**src/rtl/rf_pkg.sv**
```systemverilog
// Shared constants, FSM state encoding and a width helper for the
// register-file writeback arbiter.
package rf_pkg;

  localparam int RF_AW    = 4;
  localparam int RF_DW    = 16;
  localparam int RF_DEPTH = 16;

  typedef enum logic [0:0] {
    ST_INIT_CLR = 1'b0,
    ST_ARB      = 1'b1
  } state_e;

  // Index width that stays at least one bit, so NREQ=1 still has a
  // legal grant_id port.
  function automatic int clog2_min1(input int n);
    return (n <= 2) ? 1 : $clog2(n);
  endfunction

endpackage

```
**src/rtl/rr_arbiter.sv**
```systemverilog
// Combinational round-robin arbiter: the first set request at or after
// ptr wins, wrapping back to index 0. The caller owns the pointer.
module rr_arbiter
  import rf_pkg::*;
#(
  parameter int N  = 2,
  parameter int IW = clog2_min1(N)
) (
  input  logic [N-1:0]  req,
  input  logic [IW-1:0] ptr,
  output logic [N-1:0]  gnt,
  output logic [IW-1:0] gnt_idx
);

  logic found;

  // Two passes (upper range from ptr, then the wrapped lower range)
  // keep every index a loop constant instead of a modulo expression.
  always_comb begin
    gnt     = '0;
    gnt_idx = '0;
    found   = 1'b0;
    for (int i = 0; i < N; i++) begin
      if (!found && req[i] && (i >= int'(ptr))) begin
        found   = 1'b1;
        gnt[i]  = 1'b1;
        gnt_idx = IW'(i);
      end
    end
    for (int i = 0; i < N; i++) begin
      if (!found && req[i] && (i < int'(ptr))) begin
        found   = 1'b1;
        gnt[i]  = 1'b1;
        gnt_idx = IW'(i);
      end
    end
  end

endmodule

```
**src/rtl/regfile_wb_arbiter.sv**
```systemverilog
// Owner of the register file's single write port. After reset an
// optional sweep zeroes every register, then NREQ writeback requesters
// share the port through valid/ready with round-robin priority.
// Optional build macro RF_ZERO_REG_PROTECT_EN: accepted requests to
// address 0 are dropped from the write port so register 0 reads as zero.
module regfile_wb_arbiter
  import rf_pkg::*;
#(
  parameter int NREQ       = 2,
  parameter int DW         = RF_DW,
  parameter int AW         = RF_AW,
  parameter int INIT_CLEAR = 1,
  localparam int GW        = clog2_min1(NREQ)
) (
  input  logic                 clk,
  input  logic                 rst,
  input  logic [NREQ-1:0]      req_valid,
  input  logic [NREQ*AW-1:0]   req_rd,
  input  logic [NREQ*DW-1:0]   req_data,
  output logic [NREQ-1:0]      req_ready,
  output logic [AW-1:0]        Rd,
  output logic [DW-1:0]        RW,
  output logic                 wr,
  output logic [GW-1:0]        grant_id,
  output logic                 busy
);

  state_e          state;
  logic [AW-1:0]   clr_cnt;
  logic [GW-1:0]   rr_ptr;
  logic [NREQ-1:0] gnt;
  logic [GW-1:0]   gnt_idx;
  logic            xfer;
  logic            wr_en;
  logic [AW-1:0]   sel_rd;
  logic [DW-1:0]   sel_data;

  rr_arbiter #(.N(NREQ), .IW(GW)) u_arb (
    .req     (req_valid),
    .ptr     (rr_ptr),
    .gnt     (gnt),
    .gnt_idx (gnt_idx)
  );

  // Grants exist only while arbitrating and never while reset is held.
  always_comb begin
    req_ready = '0;
    if (state == ST_ARB && !rst) req_ready = gnt;
    xfer     = |req_ready;
    sel_rd   = req_rd[int'(gnt_idx)*AW +: AW];
    sel_data = req_data[int'(gnt_idx)*DW +: DW];
`ifdef RF_ZERO_REG_PROTECT_EN
    wr_en    = xfer && (sel_rd != '0);
`else
    wr_en    = xfer;
`endif
  end

  assign busy = (state == ST_INIT_CLR);

  // Sweep counter, round-robin pointer and the registered write port.
  always_ff @(posedge clk or posedge rst) begin
    if (rst) begin
      state    <= (INIT_CLEAR != 0) ? ST_INIT_CLR : ST_ARB;
      clr_cnt  <= '0;
      rr_ptr   <= '0;
      wr       <= 1'b0;
      Rd       <= '0;
      RW       <= '0;
      grant_id <= '0;
    end else begin
      case (state)
        ST_INIT_CLR: begin
          wr      <= 1'b1;
          Rd      <= clr_cnt;
          RW      <= '0;
          clr_cnt <= clr_cnt + AW'(1);
          if (&clr_cnt) state <= ST_ARB;
        end
        default: begin
          wr <= wr_en;
          if (xfer) begin
            Rd       <= sel_rd;
            RW       <= sel_data;
            grant_id <= gnt_idx;
            rr_ptr   <= (int'(gnt_idx) == NREQ-1) ? '0 : gnt_idx + GW'(1);
          end
        end
      endcase
    end
  end

endmodule

```
**config.mk**
```make
export PLATFORM = sky130hd
export DESIGN_NAME = regfile_wb_arbiter
export DESIGN_NICKNAME = d
export VERILOG_FILES = /design/src/rtl/rf_pkg.sv /design/src/rtl/rr_arbiter.sv /design/src/rtl/regfile_wb_arbiter.sv
export SDC_FILE = /design/constraint.sdc
export NUM_CORES = 1
export LEC_CHECK = 0
export ABC_AREA = 1
export BUFFER_PORTS_ARGS = -buffer_cell sky130_fd_sc_hd__buf_2
export CELL_PAD_IN_SITES_DETAIL_PLACEMENT = 1
export CELL_PAD_IN_SITES_GLOBAL_PLACEMENT = 1
export CORE_ASPECT_RATIO = 0.9
export CORE_UTILIZATION = 35
export CTS_CLUSTER_DIAMETER = 60
export DETAILED_ROUTE_END_ITERATION = 16
export HOLD_SLACK_MARGIN = 0.1
export PLACE_DENSITY = 0.92
export SYNTH_ARGS = -nofsm -noshare
export SYNTH_HDL_FRONTEND = slang
export SYNTH_SLANG_ARGS = --single-unit
```
**constraint.sdc**
```tcl
create_clock -name clk -period 2.51 [get_ports clk]
set_input_delay 0 -clock clk [delete_from_list [all_inputs] [get_ports clk]]
set_output_delay 0 -clock clk [all_outputs]
set_load 0.02 [all_outputs]
```
==> impl_metrics.env, run 1 <==
export IMPL_antenna_found_initial=0
export IMPL_crit_path_start_kind="flop"
export IMPL_clockBufferDepth=2
export IMPL_synth_area_top_cells="dfrtp_1, nand2_1, nand3_1"
export IMPL_initialDrtViolationCount=69
export IMPL_syn_num_nets=252
export IMPL_yosysTopAreaCellShare=0.449
export IMPL_hp_start="req_data[16]"
export IMPL_final_seq_area_um2=701
export IMPL_cts_made_buffers=3
export IMPL_grt_pass1_vias=1833
export IMPL_yosysSeqAreaShare=0.449
export IMPL_routed_via_density=4.80
export IMPL_cts_tree="yes"
export IMPL_avgSynthCellArea_um2=7.54
export IMPL_ys_seq_elements=28
export IMPL_fillCellCount=548
export IMPL_grt_pass1_wl_um=8320
export IMPL_place_ws_ns=0.923
export IMPL_netlist_area_um2=1560
export IMPL_leakagePower_uw=0.00129
export IMPL_root_buffer="clkbuf_8"
export IMPL_die_h_um=65.3
export IMPL_status="completed"
export IMPL_r2r_start="rr_ptr"
export IMPL_p_per_area_nw_per_um2=631
export IMPL_final_setup_tns_ns=0
export IMPL_postSynthCellCount=207
export IMPL_wl_per_cell_um=14.2
export IMPL_hold_path_end="RW[0]"
export IMPL_num_antenna_cells=0
export IMPL_hold_worst_slack_ns=0.107
export IMPL_rrSetupSlack_ns=0.50
export IMPL_slew_violations=0
export IMPL_num_rows=22
export IMPL_tightest_slew_ns=0.589
export IMPL_firstDrtPassIters=4
export IMPL_hp_class="in -> reg"
export IMPL_fp_dieW_um=72.4
export IMPL_postCtsHoldBufs=26
export IMPL_cts_resized=0
export IMPL_finalCritPeriodShare=0.800
export IMPL_grt_max_degree=24
export IMPL_final_cell_area_um2=2260
export IMPL_synth_largest_area_cell="dfrtp_1"
export IMPL_cp_arrival_ns=2.23
export IMPL_fin_ws_ns=0.502
export IMPL_grt_usage=0.234
export IMPL_yosys_warnings=0
export IMPL_finalClockSkew_ns=0.00832
export IMPL_drive_above_1_share=0.274
export IMPL_ir_drop_mv=0.250
export IMPL_critical_path_max_fanout=11
export IMPL_multi_input_area_um2=683
export IMPL_dieArea_um2=4730
export IMPL_gp_congestion=0.788
export IMPL_hold_viol=0
export IMPL_layout_min_cycle_time_ns=2.01
export IMPL_area_growth_pct=44.7
export IMPL_clock_sinks=28
export IMPL_total_power_uw=1420
export IMPL_core_area_um2=4180
export IMPL_r2r_end="RW[1]"
export IMPL_pin_count=69
export IMPL_detail_route_antenna_nets=0
export IMPL_path_class="reg -> reg"
export IMPL_synth_distinct_cells=21
export IMPL_r2r_cells=9
export IMPL_port_buffers=68
export IMPL_via_count=1708
export IMPL_routed_wirelength_um=5060
export IMPL_clkLatencyLatePin_ns=0.27
export IMPL_nets=342
export IMPL_holdPathStages=5
export IMPL_dpl_cell_area_um2=1930
export IMPL_rsz0062_at_grt="no"
export IMPL_achievable_frequency_mhz=498
export IMPL_drc=0
export IMPL_max_slew_margin=0.607
export IMPL_clkTransAtPathRegs_ns=0.10
export IMPL_cts_setup_buffers=0
export IMPL_setup_viol=0
export IMPL_initial_core_util=0.373
export IMPL_gr_total_overflow=0
export IMPL_max_cap_violations=0
export IMPL_hpwl_um=3310
export IMPL_critPathCaptureType="flop"
export IMPL_htree_levels=1
export IMPL_cp_required_ns=2.73
layout by cell type (no fill, tap or decap):
cell type	n
nand2_4	1
o21ai_0	6
dlygate4sd3_1	26
clkbuf_8	3
o21ai_1	5
buf_2	68
nand3_1	33
nand4_4	2
bufinv_16	1
buf_4	4
inv_2	1
a21oi_1	1
xnor2_1	1
o21bai_1	1
xor2_1	1
inv_1	25
dfrtp_1	28
nand2_1	74
nand3_2	1
nor2_1	1
nand4_1	12
ha_1	1
flip-flops by register name, indices dropped and copies added (netlist names):
name      flops
grant_id      1
wr            1
clr_cnt       4
Rd            4
rr_ptr        1
RW           16
state         1
Yosys cell counts (all sizes together):
master   n
nand3   34
clkbuf   1
buf     12
xor2     1
nand4   14
ha       1
o21ai   11
a21oi    1
nand2   75
nor2     1
o21bai   1
dfrtp   28
inv     26
xnor2    1
logic make-up after synthesis:
family	Yosys count	synth area share
xor+xnor	2	0.0112
flops	28	0.449
compound gates	13	0.0433
simple gates	124	0.375
buf+inv	39	0.113
fa+ha+maj	1	0.00802
metrics by stage:
step           utilization  cells
2_1_floorplan            -    207
3_5_place_dp         0.461    326
5_1_grt              0.540    356
4_1_cts              0.540    356
3_3_place_gp         0.461    326
6_report             0.540    356
critical path, cell delays in order, from the launching register on:
cell and delay (ns):
dfrtp_1 0.42, inv_1 0.06, nand2_1 0.06, nand2_1 0.31, buf_4 0.25, nand2_1 0.08
nand2_1 0.07, dlygate4sd3_1 0.56, nand3_1 0.09, nand2_1 0.07
worst max path at each step:
stage          startpoint  slack, ns     end
2_1_floorplan         rst       1.05   Rd[0]
3_3_place_gp       rr_ptr        1.0   RW[9]
3_5_place_dp       rr_ptr       0.92  RW[10]
4_1_cts            rr_ptr       0.58   RW[3]
5_1_grt            rr_ptr       0.37   RW[1]
6_report           rr_ptr       0.50   RW[1]
layer usage:
metal	GRT usage	wire length (um)	vias up
li1	-	-	844
met1	0.277	2130	803
met2	0.435	2620	55
met3	0.0337	250	6
met4	0.0686	64	0
met5	0	0	-
cell type report:
cell class	count	share of cell area
sequential	28	0.310
clock inverter	1	0.0133
tap	60	0.0332
clock buffer	3	0.0183
inverter	26	0.0432
multi-input combinational	140	0.302
timing repair buffer	98	0.279
power by group:
group          internal, uW  switching [uW]
Sequential              531            50.1
Clock                   213             136
Combinational           192             302
Power figures use the tool's default switching activity.
==> run 2, diff against run 1 <==
Settings changed: CORE_UTILIZATION 35 to 29, PLACE_DENSITY 0.92 to 0.82.
Clock period 2.51 ns to 1.61 ns, I/O delays scaled along.
==> run 2 against run 1 <==
Against the previous run:
- worst setup slack got worse by 0.38 ns
- via count rose by 3.3%
- highest routed layer unchanged
- core utilization down 6.9 points
- hold slack worse by 0.0090 ns
- critical path type is now in -> out
- clock-buffer cell count rose by 1
==> impl_metrics.env, run 2 (synthesis results as in run 1) <==
export IMPL_layout_min_cycle_time_ns=1.49
export IMPL_startpoint="rst"
export IMPL_cp_required_ns=1.61
export IMPL_tightest_slew_ns=0.301
export IMPL_slew_violations=0
export IMPL_leakagePower_uw=0.00133
export IMPL_dieArea_um2=5680
export IMPL_p_comb_frac=0.367
export IMPL_firstDrtPassIters=4
export IMPL_place_ws_ns=0.106
export IMPL_port_buffers=68
export IMPL_drc=0
export IMPL_hp_start="req_data[22]"
export IMPL_initial_core_util=0.311
export IMPL_layout_common_cells="nand2_1, buf_2, nand3_1"
export IMPL_core_area_um2=5010
export IMPL_grt_max_degree=19
export IMPL_grt_pass1_vias=1861
export IMPL_top_regs="RW x16, Rd x4, clr_cnt x4"
export IMPL_final_common_cell="nand2_1"
export IMPL_initialDrtViolationCount=97
export IMPL_antenna_found_initial=0
export IMPL_cp_arrival_ns=1.49
export IMPL_finalClockSkew_ns=0.00421
export IMPL_gr_total_overflow=0
export IMPL_drive_above_1_share=0.294
export IMPL_gp_congestion=0.728
export IMPL_hold_viol=0
export IMPL_max_cap_violations=0
export IMPL_max_slew_margin=0.799
export IMPL_path_class="in -> out"
export IMPL_largest_reg_flops=16
export IMPL_clockBufferDepth=2
export IMPL_grt_pass1_wl_um=8600
export IMPL_grt_usage=0.196
export IMPL_via_count=1764
export IMPL_nets=355
export IMPL_r2r_start="rr_ptr"
export IMPL_die_h_um=71.6
export IMPL_fillCellCount=642
export IMPL_critPathCaptureType="output pin"
export IMPL_root_buffer="clkbuf_8"
export IMPL_crit_path_start_kind="input port"
export IMPL_critical_path_max_fanout=16
export IMPL_ir_drop_mv=0.344
export IMPL_final_setup_tns_ns=0
export IMPL_top_register="RW"
export IMPL_p_sw_frac=0.362
export IMPL_pwr_share_seq=0.427
export IMPL_achievable_frequency_mhz=672
export IMPL_routed_via_density=4.70
export IMPL_finalCritPeriodShare=0.925
export IMPL_hpwl_um=3690
export IMPL_setup_viol=0
export IMPL_p_per_area_nw_per_um2=899
export IMPL_hold_worst_slack_ns=0.0976
export IMPL_cts_made_buffers=3
export IMPL_fin_ws_ns=0.121
export IMPL_postLayoutCoreUtil=0.471
export IMPL_clkTransAtPathRegs_ns=0.09
export IMPL_rsz0062_at_grt="no"
export IMPL_status="completed"
export IMPL_fp_dieW_um=79.3
export IMPL_htree_levels=1
export IMPL_routed_wirelength_um=5270
export IMPL_num_rows=24
export IMPL_area_growth_pct=51.2
export IMPL_p_clk_frac=0.206
export IMPL_p_switching_uw=768
export IMPL_detail_route_antenna_nets=0
export IMPL_clock_sinks=28
export IMPL_power_internal_uw=1350
export IMPL_pin_count=69
export IMPL_hp_class="in -> reg"
export IMPL_cts_tree="yes"
export IMPL_clkLatencyLatePin_ns=0.28
export IMPL_wl_per_cell_um=14.1
==> run 2: changes by cell type in the layout (fill, tap and decap cells not counted) <==
cell	previous run	this run
buf_4	4	13
bufinv_16	1	0
dfrtp_2	0	1
clkbuf_8	3	4
diode_2	0	1
dfrtp_1	28	27
dlygate4sd3_1	26	30
==> run 2: timing repair <==
item | in CTS | in global routing
hold buffers | 30 | 0
endpoints found under the setup margin | 1 | 1
gates resized for setup | 1 | 0
hold endpoints to repair | 44 | 0
buffers inserted | 0 | 3
==> run 2: metal layers <==
layer | global-route usage | part of all wire | routed length (um)
met1 | 0.254 | 0.45 | 2350
met4 | 0.0687 | 0.020 | 108
met2 | 0.329 | 0.48 | 2550
met5 | 0 | 0 | 0
met3 | 0.0331 | 0.049 | 256
==> run 2: through the flow <==
step           total power [uW]  std cells  area, um2
2_1_floorplan              1350        207       1560
3_3_place_gp               1610        337       1980
3_5_place_dp               1630        337       1980
4_1_cts                    2130        371       2330
5_1_grt                    2250        374       2360
6_report                   2120        375       2360
==> run 2: final timing paths <==
check                               end  slack, ns  cells past startpoint
min in group asynchronous    clr_cnt[0]       0.44                      4
max reg2reg                       Rd[3]       0.19                      7
max                        req_ready[0]       0.12                      6
min                               RW[6]        0.1                      5
max in group asynchronous        RW[15]       0.93                      4
min reg2reg                    grant_id       0.49                      2
==> run 2: area by class of cell <==
class | count | area, um2 | share of cell area
inverter | 26 | 97.6 | 0.0414
multi-input combinational | 140 | 683 | 0.290
tap | 65 | 81.3 | 0.0345
clock buffer | 4 | 55.1 | 0.0233
antenna | 1 | 2.50 | 0.00106
sequential | 28 | 702 | 0.297
timing repair buffer | 111 | 738 | 0.313
==> run 2: power by group through the flow <==
stage	combinational [uW]	sequential (uW)	clock [uW]
2_1_floorplan	292	1050	0
3_3_place_gp	691	920	0
3_5_place_dp	715	917	0
4_1_cts	773	905	452
5_1_grt	856	919	473
6_report	778	905	437
==> run 2: critical path: stages <==
cell	delay, ns
dlygate4sd3_1	0.53
buf_2	0.12
inv_1	0.19
nand4_4	0.31
inv_1	0.17
buf_2	0.18
==> run 3, diff against run 2 <==
Settings changed: CORE_UTILIZATION 29 to 35, PLACE_DENSITY 0.82 to 0.92.
Clock period 1.61 ns to 1.8 ns, I/O delays scaled along.
==> run 3 against run 2 <==
Against the previous run:
- first-iteration DRC count increased by 22%
- sequential share of layout area increased by 1.2 points
- combinational power decreased by 9.3%
- total power decreased by 13%
- die area decreased by 17%
- core utilization increased by 7.1 points
- register-to-register slack got worse by 0.09 ns
- sequential power decreased by 10%
- routed wire length decreased by 2.4%
- sequential cell count unchanged
- hold slack improved by 0.0046 ns
- via count increased by 0.40%
- largest cell class is now flip-flops and latches
==> impl_metrics.env, run 3 (synthesis results as in run 1) <==
export IMPL_num_antenna_cells=0
export IMPL_layout_cells_non_filler=360
export IMPL_place_ws_ns=0.370
export IMPL_final_common_cell="nand2_1"
export IMPL_nets=347
export IMPL_top_regs="RW x16, Rd x4, clr_cnt x4"
export IMPL_tightest_slew_ns=0.317
export IMPL_rrSetupSlack_ns=0.1
export IMPL_setup_viol=0
export IMPL_leakagePower_uw=0.00130
export IMPL_worst_path_buf_inv=3
export IMPL_cp_arrival_ns=1.85
export IMPL_p_per_area_nw_per_um2=815
export IMPL_use_met2=0.424
export IMPL_port_buffers=68
export IMPL_top_register="RW"
export IMPL_grt_util_met1=0.280
export IMPL_ir_drop_mv=0.316
export IMPL_grt_max_degree=20
export IMPL_clock_sinks=28
export IMPL_drive_above_1_share=0.290
export IMPL_p_sw_frac=0.367
export IMPL_dieArea_um2=4730
export IMPL_hpwl_um=3540
export IMPL_fillCellCount=564
export IMPL_cp_required_ns=1.95
export IMPL_path_class="reg -> reg"
export IMPL_hold_worst_slack_ns=0.102
export IMPL_grt_util_met3=0.0337
export IMPL_core_area_um2=4180
export IMPL_routed_via_density=4.92
export IMPL_detail_route_antenna_nets=0
export IMPL_finalCritPeriodShare=0.945
export IMPL_initial_core_util=0.373
export IMPL_clkLatencyLatePin_ns=0.27
export IMPL_crit_path_start_kind="flop"
export IMPL_p_comb_frac=0.382
export IMPL_grt_busiest_layer="met2"
export IMPL_initialDrtViolationCount=118
export IMPL_layout_min_cycle_time_ns=1.70
export IMPL_via_count=1771
export IMPL_pwr_share_seq=0.439
export IMPL_clkTransAtPathRegs_ns=0.09
export IMPL_die_h_um=65.3
export IMPL_critPathCaptureType="flop"
export IMPL_slew_violations=0
export IMPL_fin_ws_ns=0.0994
export IMPL_critical_path_top_delay_family="buffers and inverters"
export IMPL_cp_num_cells=9
export IMPL_htree_levels=1
export IMPL_final_cell_area_um2=2270
export IMPL_p_clk_frac=0.179
export IMPL_r2r_cells=9
export IMPL_placedCellCount=331
export IMPL_dpl_cell_area_um2=1960
export IMPL_hold_viol=0
export IMPL_grt_pass1_vias=1877
export IMPL_status="completed"
export IMPL_hp_class="in -> reg"
export IMPL_max_slew_margin=0.789
export IMPL_max_stage_delay_ns=0.56
export IMPL_pin_count=69
export IMPL_layout_common_cells="nand2_1, buf_2, nand3_1"
export IMPL_achievable_frequency_mhz=588
export IMPL_routed_wirelength_um=5140
export IMPL_fp_dieW_um=72.4
export IMPL_cts_made_buffers=3
export IMPL_critPathSlowestCell="dlygate4sd3_1"
export IMPL_num_rows=22
export IMPL_gp_congestion=0.777
export IMPL_holdPathStages=5
export IMPL_root_buffer="clkbuf_8"
export IMPL_crit_chain="inv_1 -> nand2_2 -> nand2_1 -> buf_4 -> nand2_1 -> nand2_1 -> dlygate4sd3_1 -> nand2_1 -> o21ai_0"
export IMPL_grt_pass1_wl_um=8340
export IMPL_grt_usage=0.229
export IMPL_rsz0062_at_grt="yes"
export IMPL_largest_reg_flops=16
export IMPL_drc=0
export IMPL_power_internal_uw=1170
export IMPL_area_growth_pct=45.2
export IMPL_cp_common_cell="nand2_1"
export IMPL_wl_per_cell_um=14.3
export IMPL_firstDrtPassIters=4
export IMPL_cts_tree="yes"
export IMPL_p_switching_uw=678
export IMPL_gr_total_overflow=0
export IMPL_finalClockSkew_ns=0.00176
export IMPL_max_cap_violations=0
export IMPL_clockBufferDepth=2
export IMPL_critical_path_max_fanout=10
export IMPL_antenna_found_initial=0
export IMPL_postLayoutCoreUtil=0.542
## run 3: cell count changes in the layout (fill, tap and decap cells not counted), sizes merged
cell and delta:
dlygate4sd3 -5, buf -3, diode -1, clkbuf -1
## run 3: through the flow
stage	power [uW]	setup TNS, ns
2_1_floorplan	1200	0
3_3_place_gp	1430	0
3_5_place_dp	1460	0
4_1_cts	1840	0
5_1_grt	1950	-0.0114
6_report	1850	0
## run 3: area by class of cell
class                      count  area, um2  area share
sequential                    28        701       0.309
multi-input combinational    140        686       0.303
timing repair buffer         103        666       0.294
inverter                      26       97.6      0.0431
tap                           60       75.1      0.0331
clock buffer                   3       41.3      0.0182
## run 3: what timing repair did
item | CTS | global route
hold endpoints to repair | 44 | 0
setup endpoints to repair | 0 | 8
buffers inserted | 0 | 1
resized for setup | 0 | 1
hold buffers | 25 | 0
## run 3: power groups by stage
stage          Sequential (uW)  Clock, uW  Combinational [uW]
2_1_floorplan              943          0                 261
3_3_place_gp               813          0                 614
3_5_place_dp               818          0                 639
4_1_cts                    809        338                 696
5_1_grt                    819        354                 773
6_report                   811        330                 706
## run 3: final timing paths
path	from	end
worst max-delay path	rr_ptr	RW[10]
worst min-delay path	req_data[19]	RW[3]
worst max register to register	rr_ptr	RW[10]
worst min register to register	grant_id	grant_id
max in group asynchronous	rst	grant_id
min in group asynchronous	rst	state
## run 3: worst min-delay path, delay by kind of cell
family,cells,cell delay (ns)
AND/OR/NAND/NOR,3,0.18
AO/OA/AOI/OAI,1,0.07
buffers and inverters,1,0.08
## run 3: routing by layer
metal  routed length [um]  vias up
met5                    0        -
met4                   57        0
met3                  235        6
met2                 2560       53
met1                 2280      856
li1                     -      856
